### config.mk
export PLATFORM = sky130hd
export DESIGN_NAME = ysyx_24100029_rd_arbiter
export DESIGN_NICKNAME = d
export VERILOG_FILES = /design/src/rtl/ysyx_24100029_rd_arbiter.sv
export SDC_FILE = /design/constraint.sdc
export NUM_CORES = 1
export LEC_CHECK = 0
export ABC_AREA = 1
export BUFFER_PORTS_ARGS = -buffer_cell sky130_fd_sc_hd__buf_2
export CAP_MARGIN = 20
export CORE_AREA = 2 2 145 147
export DETAILED_ROUTE_END_ITERATION = 7
export DIE_AREA = 0 0 147 149
export SETUP_SLACK_MARGIN = 0.2
export SKIP_CTS_REPAIR_TIMING = 1
export SYNTH_ARGS = -nofsm -noshare
export SYNTH_HDL_FRONTEND = slang
export SYNTH_SLANG_ARGS = --single-unit
### constraint.sdc
create_clock -name clock -period 2.3 [get_ports clock]
set_clock_uncertainty 0.15 [all_clocks]
set_input_delay 0.46 -clock clock [delete_from_list [all_inputs] [get_ports clock]]
set_output_delay 0.46 -clock clock [all_outputs]
set_load 0.1 [all_outputs]
### src/rtl/ysyx_24100029_rd_arbiter.sv
// Two-master AXI4 read-channel arbiter: serializes whole read bursts (AR + all R beats) onto one slave port.
// Build option: define ARB_RR_EN for round-robin arbitration; otherwise fixed priority with M1 (LSU) over M0.
module ysyx_24100029_rd_arbiter #(
    parameter int ADDR_WIDTH = 32,
    parameter int DATA_WIDTH = 64,
    parameter int ID_WIDTH   = 4
) (
    input  logic                  clock,
    input  logic                  reset,

    input  logic [ADDR_WIDTH-1:0] m0_araddr,
    input  logic [7:0]            m0_arlen,
    input  logic [2:0]            m0_arsize,
    input  logic [1:0]            m0_arburst,
    input  logic [ID_WIDTH-1:0]   m0_arid,
    input  logic                  m0_arvalid,
    output logic                  m0_arready,
    output logic [DATA_WIDTH-1:0] m0_rdata,
    output logic [1:0]            m0_rresp,
    output logic [ID_WIDTH-1:0]   m0_rid,
    output logic                  m0_rlast,
    output logic                  m0_rvalid,
    input  logic                  m0_rready,

    input  logic [ADDR_WIDTH-1:0] m1_araddr,
    input  logic [7:0]            m1_arlen,
    input  logic [2:0]            m1_arsize,
    input  logic [1:0]            m1_arburst,
    input  logic [ID_WIDTH-1:0]   m1_arid,
    input  logic                  m1_arvalid,
    output logic                  m1_arready,
    output logic [DATA_WIDTH-1:0] m1_rdata,
    output logic [1:0]            m1_rresp,
    output logic [ID_WIDTH-1:0]   m1_rid,
    output logic                  m1_rlast,
    output logic                  m1_rvalid,
    input  logic                  m1_rready,

    output logic [ADDR_WIDTH-1:0] s_araddr,
    output logic [7:0]            s_arlen,
    output logic [2:0]            s_arsize,
    output logic [1:0]            s_arburst,
    output logic [ID_WIDTH-1:0]   s_arid,
    output logic                  s_arvalid,
    input  logic                  s_arready,
    input  logic [DATA_WIDTH-1:0] s_rdata,
    input  logic [1:0]            s_rresp,
    input  logic [ID_WIDTH-1:0]   s_rid,
    input  logic                  s_rlast,
    input  logic                  s_rvalid,
    output logic                  s_rready,

    output logic                  busy
);

    typedef enum logic [1:0] {
        IDLE = 2'd0,
        ADDR = 2'd1,
        DATA = 2'd2
    } state_e;

    state_e                state_q;
    logic                  grant_q;
    logic                  grant_d;
    logic                  s_arvalid_q;
    logic                  busy_q;
    logic [ADDR_WIDTH-1:0] araddr_q;
    logic [7:0]            arlen_q;
    logic [2:0]            arsize_q;
    logic [1:0]            arburst_q;
    logic [ID_WIDTH-1:0]   arid_q;
    logic                  in_addr;
    logic                  in_data;

`ifdef ARB_RR_EN
    logic last_q;

    // On a tie the master not served last wins; a lone requester always wins.
    always_comb begin
        grant_d = m1_arvalid;
        if (m0_arvalid && m1_arvalid) begin
            grant_d = ~last_q;
        end
    end
`else
    assign grant_d = m1_arvalid;
`endif

    always_ff @(posedge clock or posedge reset) begin
        if (reset) begin
            state_q     <= IDLE;
            grant_q     <= 1'b0;
            s_arvalid_q <= 1'b0;
            busy_q      <= 1'b0;
            araddr_q    <= '0;
            arlen_q     <= '0;
            arsize_q    <= '0;
            arburst_q   <= '0;
            arid_q      <= '0;
`ifdef ARB_RR_EN
            last_q      <= 1'b0;
`endif
        end else begin
            case (state_q)
                IDLE: begin
                    if (m0_arvalid || m1_arvalid) begin
                        state_q     <= ADDR;
                        grant_q     <= grant_d;
                        s_arvalid_q <= 1'b1;
                        busy_q      <= 1'b1;
                        // AR fields are latched once here and held for the whole address phase.
                        araddr_q    <= grant_d ? m1_araddr  : m0_araddr;
                        arlen_q     <= grant_d ? m1_arlen   : m0_arlen;
                        arsize_q    <= grant_d ? m1_arsize  : m0_arsize;
                        arburst_q   <= grant_d ? m1_arburst : m0_arburst;
                        arid_q      <= grant_d ? m1_arid    : m0_arid;
                    end
                end
                ADDR: begin
                    if (s_arready) begin
                        state_q     <= DATA;
                        s_arvalid_q <= 1'b0;
`ifdef ARB_RR_EN
                        last_q      <= grant_q;
`endif
                    end
                end
                DATA: begin
                    if (s_rvalid && s_rready && s_rlast) begin
                        state_q <= IDLE;
                        busy_q  <= 1'b0;
                    end
                end
                default: begin
                    state_q     <= IDLE;
                    s_arvalid_q <= 1'b0;
                    busy_q      <= 1'b0;
                end
            endcase
        end
    end

    assign in_addr = (state_q == ADDR);
    assign in_data = (state_q == DATA);

    assign s_araddr  = araddr_q;
    assign s_arlen   = arlen_q;
    assign s_arsize  = arsize_q;
    assign s_arburst = arburst_q;
    assign s_arid    = arid_q;
    assign s_arvalid = s_arvalid_q;
    assign busy      = busy_q;

    assign m0_arready = in_addr & ~grant_q & s_arready;
    assign m1_arready = in_addr &  grant_q & s_arready;

    // R channel is a zero-latency pass-through; only valid/ready are steered.
    assign s_rready  = in_data & (grant_q ? m1_rready : m0_rready);
    assign m0_rvalid = in_data & ~grant_q & s_rvalid;
    assign m1_rvalid = in_data &  grant_q & s_rvalid;

    assign m0_rdata = s_rdata;
    assign m0_rresp = s_rresp;
    assign m0_rid   = s_rid;
    assign m0_rlast = s_rlast;
    assign m1_rdata = s_rdata;
    assign m1_rresp = s_rresp;
    assign m1_rid   = s_rid;
    assign m1_rlast = s_rlast;

endmodule
==> reports/results.txt, run 1 <==
clock root cell: clkbuf_16
Routed Antenna Nets: 0
fin. max-slew vios: 0
cell area after synthesis: 3963 µm²
worst-path cell with the longest stage delay: dfrtp_1
die area: 21900 µm²
first-pass GRT wire length: 15280 µm
CTS Buf Count: 5
placed insts: 783
Fin. Hold Viols: 0
Crit Path Max Fanout: 6
vias in the first global route: 2708
mean post-synth cell area: 7.878 µm²
Critical Path Start: state_q[0]$_DFFE_PP0P_
Nets: 692
CP Capture Type: output port
DR pass1 iterations: 4
reg2reg start: state_q[0]$_DFFE_PP0P_
std cell rows: 53
Gate power share: 68.5%
status: complete, no violations
Die Ht: 149 µm
Final period util: 87.00%
Leak: 2.232 nW
Max-Cap Viols: 0
Vias/cell: 3.556
worst slew pin tran: 0.6186 ns
switching share of total power: 65.46%
drc violations: 0
VDD IR max: 0.0006757 V
RSZ-0062 raised after global routing: no
fin crit period: 2.001 ns
Worst Path Required: 1.69 ns
post-synthesis sequential area ratio: 34.10%
post-DP HPWL: 8407 µm
Sequential Power Share: 21.5%
clk_lat worst skew: 0.30 ns
die span in x: 147 µm
overall power: 7.852 mW
internal power: 2.712 mW
WS Path Type: flip-flop to output port
RD Place Congestion: 0.7206
pwr/cell area: 1895 nW/µm²
Synth cell types: 17
NetSw: 5.140 mW
routed len/inst: 13.20 µm
io pins: 375
pin count of the biggest net entering global routing: 72
cells on worst reg2reg path: 5
crit path buf inv count: 2
Iteration-0 DRC Markers: 70
clock sinks: 54
total grt overflow: 0
CP max stage delay: 0.44 ns
CP Launch Type: flip-flop
FF-to-FF End: s_arid[0]$_DFFE_PP0P_
FF-to-FF setup slack: 0.80 ns
Total Routing Usage GR: 9.210%
Synthesis Warnings: 0
synthesis-to-layout area growth: 4.578%
Critical Path, Cell by Cell: nor2_2 -> inv_1 -> nor3_2 -> buf_6
Max transition margin: 58.70%
drt total wl: 10410 µm
Post-Layout Cell Count: 789
via count: 2806
initial antenna violation count: 1
family with the most delay on the worst path: flip-flops
layout cells sized above 1: 43.39%
class of the tightest hold or removal check: primary input to async pin
H-tree lvl count: 2
fmax: 499.8 MHz
Seq cells post-synth: 54
# setup viols final: 0
Mapped Nets: 680
Clk pin slew, worst setup/hold paths: 0.07 ns
Initial Util: 19.28%
diode count: 0
clock buffer depth: 2
Crit path arrival time: 1.39 ns
Clk pwr share: 10.0%
IO buf count: 164
Syn Inst Count: 503
CTS tree: built
Worst path depth: 4
CP endpoint: m0_rvalid
Core Area: 20560 µm²
==> routing by layer <==
layer  global-route usage (%)  share of wire [%]
met3                    4.434                 11
met4                    5.048                4.3
met1                    9.992                 39
met5                        0               0.12
met2                    14.88                 45
==> area by class of cell <==
class / count / area, µm²
fill: 2351 / 16410
sequential: 54 / 1351
multi-input combinational: 226 / 1171
timing repair buffer: 169 / 914.6
tap: 275 / 344.1
inverter: 59 / 224.0
clock buffer: 6 / 138.9
==> power groups by stage <==
stage                     logic, mW  registers [mW]  clock network (mW)
after floorplan                2.51            4.97                   0
final                          5.38            1.69               0.783
after detailed placement       5.40            1.70                   0
after CTS                      5.40            1.69               0.835
after global routing           5.63            1.76               0.870
after global placement         5.38            1.68                   0
==> worst min-delay path by stage <==
stage / endpoint / slack, ns / from / cells after the start
2_1_floorplan: grant_q$_DFFE_PP0P_ / 0.41 / state_q[1]$_DFFE_PP0P_ / 2
3_3_place_gp: s_araddr[13]$_DFFE_PP0P_ / 0.31 / s_araddr[13]$_DFFE_PP0P_ / 2
3_5_place_dp: s_arlen[4]$_DFFE_PP0P_ / 0.31 / s_arlen[4]$_DFFE_PP0P_ / 2
4_1_cts: s_araddr[20]$_DFFE_PP0P_ / 0.11 / reset / 2
5_1_grt: s_araddr[19]$_DFFE_PP0P_ / 0.12 / reset / 2
6_report: s_araddr[19]$_DFFE_PP0P_ / 0.08 / reset / 2
==> cell usage after synthesis, drive strengths merged <==
| cell | instances | area [µm²] |
|---|---|---|
| buf | 156 | 1207 |
| nand2 | 110 | 412.9 |
| o21ai | 103 | 669.4 |
| inv | 59 | 221.5 |
| dfrtp | 54 | 1351 |
| clkbuf | 8 | 30.03 |
| nor2 | 8 | 37.54 |
| nor3 | 3 | 20.02 |
| nand3 | 1 | 5.000 |
| o21bai | 1 | 7.510 |
==> cells by family (layout without fill, tap and decap cells) <==
| family | count (synthesis) | in the layout | synth area share, % |
|---|---|---|---|
| and+or+nand+nor | 122 | 122 | 12.00 |
| DFF | 54 | 54 | 34.10 |
| buffers and inverters | 223 | 234 | 36.82 |
| AOI/OAI and AO/OA | 104 | 104 | 17.08 |
==> placed cells by master (no fill, tap or decap), types with 5 or more instances in the layout <==
master and n:
o21ai_2 41, buf_4 6, buf_2 158, o21ai_1 8, nand2_1 110, nor2_1 6, dfrtp_1 54, clkbuf_16 5
inv_1 57, o21ai_0 54
==> per-stage QoR <==
stage	hold slack (ns)	setup TNS [ns]	setup slack, ns	area [µm²]	util [%]
6_report	0.07958	0	0.2991	4144	20.16
5_1_grt	0.1231	0	0.1974	4144	20.16
3_5_place_dp	0.3124	0	0.4349	3974	19.33
4_1_cts	0.1054	0	0.09565	4113	20.01
2_1_floorplan	0.4149	-0.4210	-0.1515	3979	-
3_3_place_gp	0.3088	0	0.4547	3974	19.33
==> registers in the layout, summed over array words and instances (netlist names) <==
| name | flops |
|---|---|
| s_araddr | 32 |
| state_q | 2 |
| s_arid | 4 |
| s_arvalid | 1 |
| s_arlen | 8 |
| s_arburst | 2 |
| grant_q | 1 |
| busy | 1 |
| s_arsize | 3 |
No activity file was read; power rests on OpenSTA's default activity.
==> run 2, diff against run 1 <==
==> constraint.sdc (replaced) <==
create_clock -name clock -period 2.3 [get_ports clock]
set_clock_uncertainty 0.15 [all_clocks]
set_input_delay 0.46 -clock clock [delete_from_list [all_inputs] [get_ports clock]]
set_output_delay 0.46 -clock clock [all_outputs]
set_load 0.005 [all_outputs]
==> run 2 against run 1 <==
Against the previous run:
- clock power grew 14%
- via count down 0.86%
- non-clock buffer count unchanged
- core utilization hardly changed
- sequential power barely moved
- sequential share of layout area down 0.059 points
- routed wire length unchanged
==> reports/results.txt, run 2 (same netlist as run 1, synthesis figures left out) <==
pin count of the biggest net entering global routing: 100
CP Capture Type: output port
initial antenna violation count: 0
VDD IR max: 0.0003465 V
Final period util: 80.97%
cells on worst reg2reg path: 5
reg2reg start: state_q[0]$_DFFE_PP0P_
Initial Util: 19.28%
Register Area: 1351 µm²
status: complete, no violations
final instance area: 4151 µm²
fmax: 537.0 MHz
RSZ-0062 raised after global routing: no
Leak: 2.248 nW
WS Path Type: flip-flop to output port
final hold slack: 0.08341 ns
Post-DP Area: 3983 µm²
Die Ht: 149 µm
Clk pin slew, worst setup/hold paths: 0.07 ns
pwr/cell area: 1083 nW/µm²
worst setup margin: 0.4378 ns
most frequent cells in the layout: buf_2 (163), nand2_1 (110), inv_1 (57)
Nets: 692
Core Area: 20560 µm²
Worst Path Required: 1.69 ns
routed len/inst: 13.18 µm
DR pass1 iterations: 4
via count: 2782
RD Place Congestion: 0.7229
# setup viols final: 0
fin crit period: 1.862 ns
Largest register FFs: 32
clk_lat worst skew: 0.29 ns
Iteration-0 DRC Markers: 112
Critical Path Start: state_q[0]$_DFFE_PP0P_
Vias/cell: 3.522
Max-Cap Viols: 0
synthesis-to-layout area growth: 4.768%
Crit Path Max Fanout: 6
die span in x: 147 µm
clock buffer depth: 2
IO buf count: 164
layout cells sized above 1: 42.91%
drt total wl: 10410 µm
class of the tightest hold or removal check: primary input to async pin
Fin. Hold Viols: 0
first-pass GRT wire length: 15250 µm
Crit path arrival time: 1.25 ns
clock root cell: clkbuf_16
CTS Buf Count: 5
worst slew pin tran: 0.6144 ns
drc violations: 0
CP Launch Type: flip-flop
H-tree lvl count: 2
post-DP HPWL: 8383 µm
multi-input logic area: 1152 µm²
Total Routing Usage GR: 9.253%
Fillers: 2346
setup slack at placement: 0.6223 ns
most common cell after layout, fill and taps aside: buf_2
fin. max-slew vios: 0
Max transition margin: 58.98%
vias in the first global route: 2577
Routed Antenna Nets: 0
io pins: 375
std cell rows: 53
die area: 21900 µm²
total grt overflow: 0
diode count: 0
clock sinks: 54
CTS tree: built
TNS Setup: 0 ns
==> run 2: metal layers <==
layer	part of all wire, %	track usage [%]	up-vias
li1	-	-	1427
met1	37	9.966	1132
met2	46	14.77	187
met3	12	4.648	36
met4	4.4	5.337	0
met5	0	0	-
==> run 2: critical path: stages, from the launching register on <==
cell and delay (ns):
dfrtp_1 0.44, nor2_1 0.16, inv_1 0.09, nor3_1 0.14, buf_2 0.14
==> run 2: final cells by class <==
type / instances / share of cell area (%)
clock inverters: 1 / 0.7233
inverters: 59 / 5.395
flip-flops and latches: 54 / 32.55
repair buffers: 169 / 21.94
clock buffers: 6 / 3.345
multi-input cells: 226 / 27.76
well taps: 275 / 8.288
==> run 2: worst paths after layout <==
check | endpoint | slack (ns)
setup / recovery | m0_rvalid | 0.44
hold / removal | s_araddr[9]$_DFFE_PP0P_ | 0.08
setup reg to reg | s_arid[2]$_DFFE_PP0P_ | 0.84
hold reg to reg | busy$_DFFE_PP0P_ | 0.33
max in group asynchronous | s_arid[2]$_DFFE_PP0P_ | 1.36
min in group clock | state_q[0]$_DFFE_PP0P_ | 0.23
==> run 2: stage by stage <==
step                      util, %  total power [mW]  std cells
after floorplan                 -             3.148        503
after global placement      19.37             3.635        783
after detailed placement    19.37             3.676        783
after CTS                   20.19             4.626        790
after global routing        20.19             4.923        790
final                       20.19             4.496        790
==> run 2: report_power, final <==
group | internal (mW) | total, mW | switching [mW]
Clock | 0.539 | 0.894 | 0.355
Combinational | 0.854 | 1.92 | 1.07
Sequential | 1.43 | 1.68 | 0.250
==> run 3, diff against run 2 <==
--- a/config.mk
+++ b/config.mk
@@ -8,9 +8,9 @@
 export ABC_AREA = 1
 export BUFFER_PORTS_ARGS = -buffer_cell sky130_fd_sc_hd__buf_2
 export CAP_MARGIN = 20
-export CORE_AREA = 2 2 145 147
+export CORE_AREA = 2 2 144 146
 export DETAILED_ROUTE_END_ITERATION = 7
-export DIE_AREA = 0 0 147 149
+export DIE_AREA = 0 0 146 148
 export SETUP_SLACK_MARGIN = 0.2
 export SKIP_CTS_REPAIR_TIMING = 1
 export SYNTH_ARGS = -nofsm -noshare
==> constraint.sdc (replaced) <==
create_clock -name clock -period 1.7 [get_ports clock]
set_clock_uncertainty 0.15 [all_clocks]
set_input_delay 0.34 -clock clock [delete_from_list [all_inputs] [get_ports clock]]
set_output_delay 0.34 -clock clock [all_outputs]
set_load 0.005 [all_outputs]
==> run 3 against run 2 <==
Against the previous run:
- non-clock buffer count increased by 11
- final area is 3.3% higher
- register-to-register slack got worse by 0.72 ns
==> reports/results.txt, run 3 (same netlist as run 1, synthesis figures left out) <==
status: complete, no violations
switching share of total power: 38.50%
fmax: 591.2 MHz
Iteration-0 DRC Markers: 79
RD Place Congestion: 0.7748
post-DP HPWL: 7471 µm
routed len/inst: 12.71 µm
Max transition margin: 75.36%
# setup viols final: 0
first-pass GRT wire length: 14280 µm
total grt overflow: 0
GRT busiest layer: met2
Critical Path, Cell by Cell: nor2_4 -> inv_2 -> nor3_2 -> buf_2
Nets: 703
Total Routing Usage GR: 8.639%
most common cell after layout, fill and taps aside: buf_2
family with the most delay on the worst path: flip-flops
CP Capture Type: output port
initial antenna violation count: 0
Vias/cell: 3.641
Final period util: 99.50%
clk_lat worst skew: 0.30 ns
diode count: 0
CTS tree: built
synthesis-to-layout area growth: 8.241%
Die Ht: 148 µm
setup slack at placement: 0.08439 ns
pin count of the biggest net entering global routing: 55
Worst Path Required: 1.21 ns
worst-path cell with the longest stage delay: dfrtp_2
drt total wl: 10130 µm
M3 GR Usage: 4.352%
Crit path arrival time: 1.20 ns
most frequent cells in the layout: buf_2 (164), nand2_1 (110), inv_1 (54)
Largest register FFs: 32
via count: 2902
worst setup margin: 0.008485 ns
IO buf count: 164
VDD IR max: 0.0004758 V
H-tree lvl count: 2
CP Launch Type: flip-flop
io pins: 375
CTS Buf Count: 5
fin. max-slew vios: 0
WS Path Type: flip-flop to output port
clock buffer depth: 2
die area: 21610 µm²
internal power: 3.869 mW
drc violations: 0
GR Layer Usage met2: 13.23%
Fin. Hold Viols: 0
Sequential Power Share: 36.2%
CP max stage delay: 0.44 ns
Crit Path Max Fanout: 4
layout cells sized above 1: 45.54%
clock sinks: 54
Clk pin slew, worst setup/hold paths: 0.07 ns
Clk pwr share: 17.3%
clock root cell: clkbuf_16
worst slew pin tran: 0.3658 ns
NetSw: 2.422 mW
Initial Util: 19.77%
global-route track usage on met1: 9.250%
Leak: 2.306 nW
Routed Antenna Nets: 0
Gate power share: 46.5%
RSZ-0062 raised after global routing: yes
crit path buf inv count: 2
fin crit period: 1.692 ns
class of the tightest hold or removal check: primary input to flip-flop
overall power: 6.291 mW
Max-Cap Viols: 0
std cell rows: 52
die span in x: 146 µm
vias in the first global route: 2672
pwr/cell area: 1467 nW/µm²
Core Area: 20040 µm²
DR pass1 iterations: 4
TNS Setup: 0 ns
run 3: cell count changes in the layout (fill, tap and decap cells not counted), sizes merged:
cell	change
clkinvlp	+2
inv	-1
buf	+9
bufinv	-1
clkinv	+1
clkbuf	+1
dlygate4sd3	+1
run 3: path summary, 6_finish.rpt:
| path | startpoint | to | slack (ns) | cells past startpoint |
|---|---|---|---|---|
| worst max register to register | state_q[0]$_DFFE_PP0P_ | s_arlen[4]$_DFFE_PP0P_ | 0.12 | 6 |
| worst min register to register | s_araddr[9]$_DFFE_PP0P_ | s_araddr[9]$_DFFE_PP0P_ | 0.33 | 2 |
| min in group asynchronous | reset | s_araddr[9]$_DFFE_PP0P_ | 0.39 | 3 |
| max in group asynchronous | reset | state_q[0]$_DFFE_PP0P_ | 0.46 | 4 |
| worst max-delay path | state_q[0]$_DFFE_PP0P_ | m0_rvalid | 0.008 | 4 |
| worst min-delay path | s_arready | state_q[0]$_DFFE_PP0P_ | 0.14 | 2 |
run 3: routing by layer:
| metal | wire length [µm] | vias to the layer above | share of wire (%) |
|---|---|---|---|
| met5 | 0 | - | 0 |
| met4 | 571 | 0 | 5.6 |
| met3 | 1168 | 56 | 12 |
| met2 | 4385 | 168 | 43 |
| met1 | 4003 | 1226 | 40 |
| li1 | - | 1452 | - |
run 3: metrics by stage:
step / instance area [µm²] / hold slack, ns / instances / util [%]
5_1_grt: 4289 / 0.1465 / 797 / 21.40
3_3_place_gp: 4013 / 0.1419 / 781 / 20.02
6_report: 4289 / 0.1360 / 797 / 21.40
2_1_floorplan: 3966 / 0.2578 / 503 / -
3_5_place_dp: 4013 / 0.1490 / 781 / 20.02
4_1_cts: 4164 / -0.1860 / 789 / 20.78
run 3: layout make-up:
class / count / area [µm²]
clock buffer: 6 / 138.9
clock inverter: 2 / 12.51
fill: 2257 / 15750
inverter: 59 / 227.7
multi-input combinational: 226 / 1181
sequential: 54 / 1353
tap: 270 / 337.8
timing repair buffer: 180 / 1039
run 3: power groups by stage:
stage	Combinational, mW	Clock (mW)	Sequential, mW
floorplan	1.91	0	2.35
global placement	2.61	0	2.30
detailed placement	2.66	0	2.31
CTS	2.67	1.17	2.29
global route	3.26	1.21	2.37
finish	2.93	1.09	2.28
